**src/rtl/packetizer_sequencer.sv**
```systemverilog
// AXI4-Lite manager: arms the packetizer with packet_len, counts pkt_last beats, disarms with 0.
// Latency: start -> awvalid/wvalid next cycle; last counted beat -> disarm request next cycle.
// Backpressure: waits indefinitely on awready/wready/bvalid; PACKETIZER_SEQ_READBACK_EN adds a read-back verify.
module packetizer_sequencer #(
    parameter logic [31:0] ADDR_BASE = 32'h0000_0000
) (
    input  logic        aclk,
    input  logic        areset,
    input  logic        start,
    input  logic        abort,
    input  logic [31:0] packet_len,
    input  logic [15:0] packet_count,
    input  logic        pkt_last,
    input  logic        pkt_ready,
    output logic        busy,
    output logic        done,
    output logic        error,
    output logic [15:0] packets_done,
    output logic [31:0] m_axi_lite_awaddr,
    output logic [2:0]  m_axi_lite_awprot,
    output logic        m_axi_lite_awvalid,
    input  logic        m_axi_lite_awready,
    output logic [31:0] m_axi_lite_wdata,
    output logic [3:0]  m_axi_lite_wstrb,
    output logic        m_axi_lite_wvalid,
    input  logic        m_axi_lite_wready,
    input  logic [1:0]  m_axi_lite_bresp,
    input  logic        m_axi_lite_bvalid,
    output logic        m_axi_lite_bready
`ifdef PACKETIZER_SEQ_READBACK_EN
    ,
    output logic [31:0] m_axi_lite_araddr,
    output logic [2:0]  m_axi_lite_arprot,
    output logic        m_axi_lite_arvalid,
    input  logic        m_axi_lite_arready,
    input  logic [31:0] m_axi_lite_rdata,
    input  logic [1:0]  m_axi_lite_rresp,
    input  logic        m_axi_lite_rvalid,
    output logic        m_axi_lite_rready
`endif
);

    typedef enum logic [3:0] {
        S_IDLE,
        S_ARM_REQ,
        S_ARM_RESP,
`ifdef PACKETIZER_SEQ_READBACK_EN
        S_VERIFY_AR,
        S_VERIFY_R,
`endif
        S_RUN,
        S_DISARM_REQ,
        S_DISARM_RESP,
        S_DONE
    } state_t;

    localparam logic [31:0] CFG_ADDR = ADDR_BASE + 32'h200;

    state_t      state;
    logic [31:0] len_q;
    logic [15:0] count_q;
    logic        abort_q;
    logic        beat;
    logic [15:0] pkt_inc;
    logic        aw_ok;
    logic        w_ok;

    assign m_axi_lite_awaddr = CFG_ADDR;
    assign m_axi_lite_awprot = 3'b000;
    assign m_axi_lite_wstrb  = 4'hF;
`ifdef PACKETIZER_SEQ_READBACK_EN
    assign m_axi_lite_araddr = CFG_ADDR;
    assign m_axi_lite_arprot = 3'b000;
`endif

    assign beat    = pkt_last & pkt_ready;
    assign pkt_inc = packets_done + 16'd1;
    // A channel counts as complete once its valid has dropped or is handshaking now.
    assign aw_ok   = !m_axi_lite_awvalid || m_axi_lite_awready;
    assign w_ok    = !m_axi_lite_wvalid  || m_axi_lite_wready;

    always_ff @(posedge aclk or posedge areset) begin
        if (areset) begin
            state              <= S_IDLE;
            len_q              <= 32'd0;
            count_q            <= 16'd0;
            abort_q            <= 1'b0;
            busy               <= 1'b0;
            done               <= 1'b0;
            error              <= 1'b0;
            packets_done       <= 16'd0;
            m_axi_lite_awvalid <= 1'b0;
            m_axi_lite_wvalid  <= 1'b0;
            m_axi_lite_wdata   <= 32'd0;
            m_axi_lite_bready  <= 1'b0;
`ifdef PACKETIZER_SEQ_READBACK_EN
            m_axi_lite_arvalid <= 1'b0;
            m_axi_lite_rready  <= 1'b0;
`endif
        end else begin
            done <= 1'b0;
            if (busy && state != S_RUN && abort)
                abort_q <= 1'b1;

            case (state)
                S_IDLE: begin
                    if (start) begin
                        len_q        <= packet_len;
                        count_q      <= packet_count;
                        error        <= 1'b0;
                        packets_done <= 16'd0;
                        abort_q      <= 1'b0;
                        if (packet_len == 32'd0 || packet_count == 16'd0) begin
                            error <= 1'b1;
                            done  <= 1'b1;
                            state <= S_DONE;
                        end else begin
                            busy               <= 1'b1;
                            m_axi_lite_awvalid <= 1'b1;
                            m_axi_lite_wvalid  <= 1'b1;
                            m_axi_lite_wdata   <= packet_len;
                            state              <= S_ARM_REQ;
                        end
                    end
                end

                S_ARM_REQ, S_DISARM_REQ: begin
                    if (m_axi_lite_awvalid && m_axi_lite_awready)
                        m_axi_lite_awvalid <= 1'b0;
                    if (m_axi_lite_wvalid && m_axi_lite_wready)
                        m_axi_lite_wvalid <= 1'b0;
                    if (aw_ok && w_ok) begin
                        m_axi_lite_bready <= 1'b1;
                        state <= (state == S_ARM_REQ) ? S_ARM_RESP : S_DISARM_RESP;
                    end
                end

                S_ARM_RESP: begin
                    if (m_axi_lite_bvalid) begin
                        m_axi_lite_bready <= 1'b0;
                        if (m_axi_lite_bresp != 2'b00) begin
                            // Arm write failed: the packetizer was never armed, so skip the disarm.
                            error <= 1'b1;
                            busy  <= 1'b0;
                            done  <= 1'b1;
                            state <= S_DONE;
                        end else begin
`ifdef PACKETIZER_SEQ_READBACK_EN
                            m_axi_lite_arvalid <= 1'b1;
                            state              <= S_VERIFY_AR;
`else
                            state <= S_RUN;
`endif
                        end
                    end
                end

`ifdef PACKETIZER_SEQ_READBACK_EN
                S_VERIFY_AR: begin
                    if (m_axi_lite_arready) begin
                        m_axi_lite_arvalid <= 1'b0;
                        m_axi_lite_rready  <= 1'b1;
                        state              <= S_VERIFY_R;
                    end
                end

                S_VERIFY_R: begin
                    if (m_axi_lite_rvalid) begin
                        m_axi_lite_rready <= 1'b0;
                        if (m_axi_lite_rresp != 2'b00 || m_axi_lite_rdata != len_q) begin
                            error              <= 1'b1;
                            m_axi_lite_awvalid <= 1'b1;
                            m_axi_lite_wvalid  <= 1'b1;
                            m_axi_lite_wdata   <= 32'd0;
                            state              <= S_DISARM_REQ;
                        end else begin
                            state <= S_RUN;
                        end
                    end
                end
`endif

                S_RUN: begin
                    if (beat)
                        packets_done <= pkt_inc;
                    if ((beat && pkt_inc == count_q) || abort || abort_q) begin
                        m_axi_lite_awvalid <= 1'b1;
                        m_axi_lite_wvalid  <= 1'b1;
                        m_axi_lite_wdata   <= 32'd0;
                        state              <= S_DISARM_REQ;
                    end
                end

                S_DISARM_RESP: begin
                    if (m_axi_lite_bvalid) begin
                        m_axi_lite_bready <= 1'b0;
                        if (m_axi_lite_bresp != 2'b00)
                            error <= 1'b1;
                        busy  <= 1'b0;
                        done  <= 1'b1;
                        state <= S_DONE;
                    end
                end

                S_DONE: state <= S_IDLE;

                default: state <= S_IDLE;
            endcase
        end
    end

endmodule

```
**config.mk**
```make
export PLATFORM = sky130hd
export DESIGN_NAME = packetizer_sequencer
export DESIGN_NICKNAME = d
export VERILOG_FILES = /design/src/rtl/packetizer_sequencer.sv
export SDC_FILE = /design/constraint.sdc
export NUM_CORES = 1
export LEC_CHECK = 0
export ABC_AREA = 1
export BUFFER_PORTS_ARGS = -buffer_cell sky130_fd_sc_hd__buf_2
export CAP_MARGIN = 0
export CORE_MARGIN = 2
export CORE_UTILIZATION = 56
export CTS_BUF_LIST = sky130_fd_sc_hd__clkbuf_8
export DETAILED_ROUTE_END_ITERATION = 10
export PLACE_DENSITY = 0.94
export SLEW_MARGIN = 20
export SYNTH_ARGS = -nofsm -noshare
export SYNTH_HDL_FRONTEND = slang
export SYNTH_SLANG_ARGS = --single-unit
```
**constraint.sdc**
```tcl
create_clock -name aclk -period 6.7 [get_ports aclk]
set_input_delay 0.67 -clock aclk [delete_from_list [all_inputs] [get_ports aclk]]
set_output_delay 0.67 -clock aclk [all_outputs]
set_load 0.005 [all_outputs]
```
==> results of run 1 <==
layout make-up:
class,instances,share of cell area
Tap cell,99,0.0254
Multi-Input combinational cell,428,0.404
Clock buffer,11,0.0310
Inverter,46,0.0354
Clock inverter,5,0.00615
Sequential cell,74,0.379
Timing Repair Buffer,115,0.119
final timing paths:
check                      depth (start not counted)                 start                    to  slack [ps]
setup / recovery                                   7              state[0]       packets_done[3]        3610
hold / removal                                     2  m_axi_lite_wdata[20]  m_axi_lite_wdata[20]         480
setup reg to reg                                   7              state[0]       packets_done[3]        3610
hold reg to reg                                    2  m_axi_lite_wdata[20]  m_axi_lite_wdata[20]         480
max in group asynchronous                          3                areset      packets_done[10]        5500
min in group asynchronous                          3                areset            count_q[1]         600
cell families (layout without fill, tap and decap cells):
logic type               count (synthesis)  in the layout
flip-flops                              74             74
AND/OR/NAND/NOR                        306            306
other                                    2             39
adder cells (fa/ha/maj)                  1              1
AO/OA/AOI/OAI                           80             80
XOR/XNOR                                 2              2
buffers and inverters                  100            177
per-stage QoR:
step,utilization,cell area (µm²),power [mW],hold WS [ps]
4_1_cts,0.670,4880,1.85,486
6_report,0.670,4880,1.84,480
5_1_grt,0.670,4880,2.00,510
3_5_place_dp,0.645,4700,1.52,467
2_1_floorplan,-,4380,1.32,455
3_3_place_gp,0.645,4700,1.49,463
per-layer routing:
layer	vias to the layer above	part of all wire	track usage
met2	132	0.51	0.438
met4	0	0.024	0.115
met3	25	0.062	0.0548
li1	1970	-	-
met1	1883	0.40	0.302
met5	-	0	0
worst max-delay path: cells and delay by family, from the launching register on:
| family | cells | cell delay (ps) |
|---|---|---|
| AND/OR/NAND/NOR | 2 | 780 |
| buffers and inverters | 3 | 770 |
| AO/OA/AOI/OAI | 2 | 900 |
| flip-flops | 1 | 470 |
flip-flops by register name (all words and copies together), names as in the netlist:
signal	cells
m_axi_lite_awvalid	1
count_q	16
busy	1
done	1
m_axi_lite_bready	1
error	1
state	3
packets_done	16
m_axi_lite_wdata	32
abort_q	1
m_axi_lite_wvalid	1
power groups by stage:
stage,Combinational [mW],Sequential [mW],Clock [mW]
after global placement,0.762,0.730,0
after global routing,0.903,0.751,0.348
after CTS,0.791,0.728,0.328
after floorplan,0.594,0.726,0
after detailed placement,0.790,0.733,0
final,0.786,0.730,0.325
synthesized netlist by cell type, types with 5 or more instances:
master | n | area (µm²)
a21oi_1 | 8 | 40.0
buf_4 | 39 | 293
buf_6 | 5 | 56.3
clkbuf_1 | 8 | 30.0
dfrtp_1 | 74 | 1850
inv_1 | 44 | 165
nand2_1 | 196 | 736
nand2_2 | 5 | 31.3
nand3_1 | 26 | 130
nand3b_1 | 8 | 60.1
nand4_1 | 7 | 43.8
nor2_1 | 45 | 169
nor4_1 | 8 | 50.1
o21ai_0 | 17 | 85.1
o21ai_1 | 21 | 105
o21ai_2 | 15 | 131
o22ai_1 | 14 | 87.6
==> flow_metrics.py, run 1 <==
metrics = {
    "worst_setup_path": {
        "crit_type": "register to register",
        "crit_chain": "inv_1, nor3_1, inv_2, nor2_1, inv_1, a21oi_2, o22ai_1",
        "crit_top_cell": "inv_1",
        "cp.required_ps": 6890,
        "cp.arrival_ps": 3280,
        "cp-start-kind": "register",
        "slowest_delay_ps": 730,
        "cp-end-kind": "register",
        "slowest_stage": "a21oi_2",
        "critPathMaxFanout": 35,
    },
    "layout": {
        "num_antenna_cells": 0,
        "final_common_cell": "nand2_1",
        "nets": 734,
        "multi_input_area_um2": 1970,
        "finalNonFillerCells": 778,
        "regArea_um2": 1850,
        "nFillCells": 626,
        "drive_gt1_frac": 0.239,
        "areaGrowthSynthToFinish_pct": 15.0,
        "final_cell_mix": "nand2_1, buf_2, dfrtp_1",
    },
    "global_route": {
        "antenna_found_initial": 0,
        "grt_pass1_vias": 3751,
        "grt_pass1_wl_um": 16900,
        "track_usage": 0.253,
        "overflow": 0,
        "grt_start_max_net_pins": 75,
    },
    "placement": {
        "port_buffers": 112,
        "place_congestion": 0.934,
        "dpl_worst_slack_ps": 3590,
        "dp_cells": 762,
        "hpwl_um": 7760,
    },
    "sta": {
        "worst_slack_ps": 3610,
        "setup_violations": 0,
        "tightest_slew_ps": 935,
        "fin_skew_ps": 8.60,
        "rsz0062_at_grt": "no",
        "fmax_mhz": 323,
        "fin_crit_sh": 0.462,
        "fin_tns_setup_ps": 0,
        "fin_crit_ps": 3090,
        "max_slew_margin": 0.377,
        "slew_viol_final": 0,
        "hold_violations": 0,
    },
    "routing": {
        "drc_errors": 0,
        "dr.pass1.iters": 4,
        "via_per_inst": 5.15,
        "avgRoutedWirePerCell_um": 13.1,
        "vias": 4010,
        "drt-total-wl_um": 10200,
        "drtAntennaViolNets": 0,
        "drt_first_iter_violations": 201,
    },
    "clock_network": {
        "insertion_delay_ps": 360,
        "tritoncts": "built",
        "root_buffer": "clkbuf_8",
        "cts.sinks": 74,
        "cts_hold_buf": 0,
        "cts_resized": 0,
        "clkTransAtPathRegs_ps": 80,
        "post-cts-setup-buffers": 0,
        "cts_made_buffers": 9,
        "clockBufferDepth": 2,
        "h-tree-depth": 3,
    },
    "synthesis": {
        "seq_area_frac_synth": 0.436,
        "ys_types": 31,
        "synth_area_um2": 4250,
        "synth_warnings": 0,
        "synth-edff-count": 0,
        "syn_inst": 565,
        "synth_top_family_by_area": "simple AND/OR/NAND/NOR gates",
        "synthAdderAreaFrac": 0.00295,
        "yosys.area_share.simple": 0.308,
        "avgSynthCellArea_um2": 7.51,
        "synthFlopType": "dfrtp_1",
        "synthXorXnorAreaFrac": 0.00413,
        "synth-compound-area-share": 0.115,
        "muxShareOfSynthArea": 0,
        "synthArstFlopShare": 1.00,
        "ys_seq_elements": 74,
    },
    "floorplanning": {
        "fp.dieW_um": 91.1,
        "ios": 152,
        "core_um2": 7290,
        "dieHeight_um": 91.1,
        "die_area_um2": 8290,
        "num_rows": 31,
        "start_util": 0.582,
    },
    "power": {
        "pwr-share-comb": 0.427,
        "seq_power_share": 0.397,
        "ir_drop_mv": 0.271,
        "switching_share": 0.417,
        "power_per_cell_area_nw_per_um2": 377,
        "leakage_nw": 2.60,
        "p_sw_uw": 768,
        "clockPowerShare": 0.176,
        "internal_power_mw": 1.07,
    },
    "job": {
        "drv_cap": 0,
    },
    "status": {
        "status": "finished clean",
    },
    "hold_path": {
        "holdCritPathClass": "register to register",
    },
}
(Power assumes the default switching activity.)
==> run 2: changes to the inputs <==
--- a/config.mk
+++ b/config.mk
@@ -9,10 +9,10 @@
 export BUFFER_PORTS_ARGS = -buffer_cell sky130_fd_sc_hd__buf_2
 export CAP_MARGIN = 0
 export CORE_MARGIN = 2
-export CORE_UTILIZATION = 56
+export CORE_UTILIZATION = 47
 export CTS_BUF_LIST = sky130_fd_sc_hd__clkbuf_8
 export DETAILED_ROUTE_END_ITERATION = 10
-export PLACE_DENSITY = 0.94
+export PLACE_DENSITY = 0.84
 export SLEW_MARGIN = 20
 export SYNTH_ARGS = -nofsm -noshare
 export SYNTH_HDL_FRONTEND = slang
==> constraint.sdc (replaced) <==
create_clock -name aclk -period 2.76 [get_ports aclk]
set_input_delay 0.276 -clock aclk [delete_from_list [all_inputs] [get_ports aclk]]
set_output_delay 0.276 -clock aclk [all_outputs]
set_load 0.005 [all_outputs]
==> run 2 against run 1 <==
Compared with the run above:
- hold slack worse by 460 ps
- clock-buffer cell count is 1 lower
- utilization is 9.6 points lower
- die area is 18% higher
- sequential power is 140% higher
- combinational power is 150% higher
- sequential share of layout area is 0.89 points lower
- setup slack worse by 3200 ps
- register-to-register slack worse by 3200 ps
==> flow_metrics.py, run 2 (synthesis gave the netlist of run 1 again) <==
metrics = {
    "global_route": {
        "track_usage": 0.212,
        "grt_start_max_net_pins": 67,
        "grt_pass1_vias": 3808,
        "grt_pass1_wl_um": 16800,
        "overflow": 0,
        "antenna_found_initial": 0,
    },
    "routing": {
        "drc_errors": 0,
        "via_per_inst": 4.98,
        "dr.pass1.iters": 4,
        "vias": 3929,
        "drtAntennaViolNets": 0,
        "avgRoutedWirePerCell_um": 13.0,
        "drt-total-wl_um": 10200,
        "drt_first_iter_violations": 170,
    },
    "layout": {
        "areaGrowthSynthToFinish_pct": 17.8,
        "nFillCells": 796,
        "top_register": "m_axi_lite_wdata",
        "drive_gt1_frac": 0.242,
        "num_antenna_cells": 0,
        "final_cell_mix": "nand2_1, buf_2, dfrtp_1",
        "reg_top3": "m_axi_lite_wdata: 32 flops, count_q: 16 flops, packets_done: 16 flops",
        "largest_reg_flops": 32,
        "final_common_cell": "nand2_1",
        "nets": 737,
    },
    "clock_network": {
        "cts_hold_buf": 0,
        "h-tree-depth": 3,
        "root_buffer": "clkbuf_8",
        "tritoncts": "built",
        "cts_made_buffers": 9,
        "cts.sinks": 74,
        "clkTransAtPathRegs_ps": 80,
        "cts_resized": 0,
        "clockBufferDepth": 2,
        "insertion_delay_ps": 340,
        "post-cts-setup-buffers": 0,
    },
    "worst_setup_path": {
        "critPathMaxFanout": 66,
        "cp-start-kind": "register",
        "cp.arrival_ps": 2610,
        "crit_type": "register to register",
        "cp.required_ps": 2980,
        "cp-end-kind": "register",
        "cp-startpoint": "packets_done[0]",
        "rr_startpoint": "packets_done[0]",
    },
    "sta": {
        "worst_slack_ps": 372,
        "setup_violations": 0,
        "fmax_mhz": 419,
        "tightest_slew_ps": 651,
        "fin_crit_ps": 2390,
        "fin_tns_setup_ps": 0,
        "max_slew_margin": 0.565,
        "slew_viol_final": 0,
        "rsz0062_at_grt": "no",
        "fin_skew_ps": 7.60,
        "fin_crit_sh": 0.865,
        "hold_violations": 0,
    },
    "placement": {
        "port_buffers": 112,
        "place_congestion": 0.906,
        "dpl_worst_slack_ps": 312,
        "hpwl_um": 7770,
    },
    "status": {
        "status": "finished clean",
    },
    "power": {
        "internal_power_mw": 2.90,
        "power_per_cell_area_nw_per_um2": 952,
        "switching_share": 0.392,
        "leakage_nw": 2.65,
        "pwr-share-comb": 0.412,
        "p_sw_mw": 1.87,
        "total_power_mw": 4.76,
        "seq_power_share": 0.373,
        "ir_drop_mv": 0.587,
        "clockPowerShare": 0.215,
    },
    "floorplanning": {
        "core_um2": 8720,
        "fp.dieW_um": 99.0,
        "ios": 152,
        "dieHeight_um": 99.0,
        "num_rows": 34,
        "start_util": 0.487,
        "die_area_um2": 9810,
    },
    "hold_path": {
        "holdCritPathClass": "primary input to asynchronous set/reset pin",
    },
    "job": {
        "drv_cap": 0,
    },
}
## run 2: cell types whose count changed in the layout (fill, tap and decap cells not counted)
cell,previous run,this run
bufinv_16,0,3
inv_1,44,43
buf_4,3,4
clkinv_2,2,1
clkinv_4,1,0
clkbuf_8,11,10
buf_12,0,2
## run 2: final cells by class
| cell class | instances | area, µm² | share of cell area |
|---|---|---|---|
| repair buffers | 118 | 631 | 0.126 |
| flip-flops and latches | 74 | 1850 | 0.370 |
| inverters | 46 | 173 | 0.0345 |
| clock inverters | 5 | 103 | 0.0205 |
| multi-input cells | 428 | 1970 | 0.394 |
| clock buffers | 10 | 138 | 0.0275 |
| well taps | 108 | 135 | 0.0270 |
## run 2: worst paths after layout
kind                                             end  slack [ps]  depth (start not counted)
worst max-delay path            m_axi_lite_wdata[24]         370                         15
worst min-delay path             m_axi_lite_wdata[3]          20                          2
worst max register to register  m_axi_lite_wdata[24]         370                         15
worst min register to register   m_axi_lite_wdata[0]         480                          2
max in group asynchronous                 count_q[9]        2070                          3
min in group aclk                         count_q[0]         150                          3
## run 2: worst max-delay path, cell delays in order, from the launching register on
cell	delay (ps)
dfrtp_1	470
ha_1	260
nand3_1	160
nor2_2	170
nand2_1	60
nand2_1	110
nor2_1	50
nor2_1	100
nand2_1	60
nor2_1	170
nand3_2	130
nand3_2	80
nand2_2	60
buf_12	190
nand2_1	90
o21ai_1	60
## run 2: metal layers
metal	up-vias	share of wire	global-route usage
met2	145	0.51	0.364
met1	1801	0.40	0.255
met3	13	0.077	0.0567
li1	1970	-	-
met4	0	0.015	0.0780
met5	-	0	0
## run 2: power by group through the flow
stage	combinational [mW]	clock, mW	sequential, mW
2_1_floorplan	1.44	0	1.76
3_3_place_gp	1.89	0	1.78
3_5_place_dp	1.97	0	1.79
4_1_cts	1.97	1.04	1.78
5_1_grt	2.24	1.08	1.83
6_report	1.96	1.02	1.78
## run 2: through the flow
stage                     hold WS (ps)  std cells  utilization  instance area [µm²]
final                             20.7        789        0.573                 5000
after global routing              72.1        789        0.573                 5000
after CTS                         26.5        789        0.573                 5000
after detailed placement           410        774        0.546                 4760
after global placement             392        774        0.546                 4760
after floorplan                    393        602            -                 4380
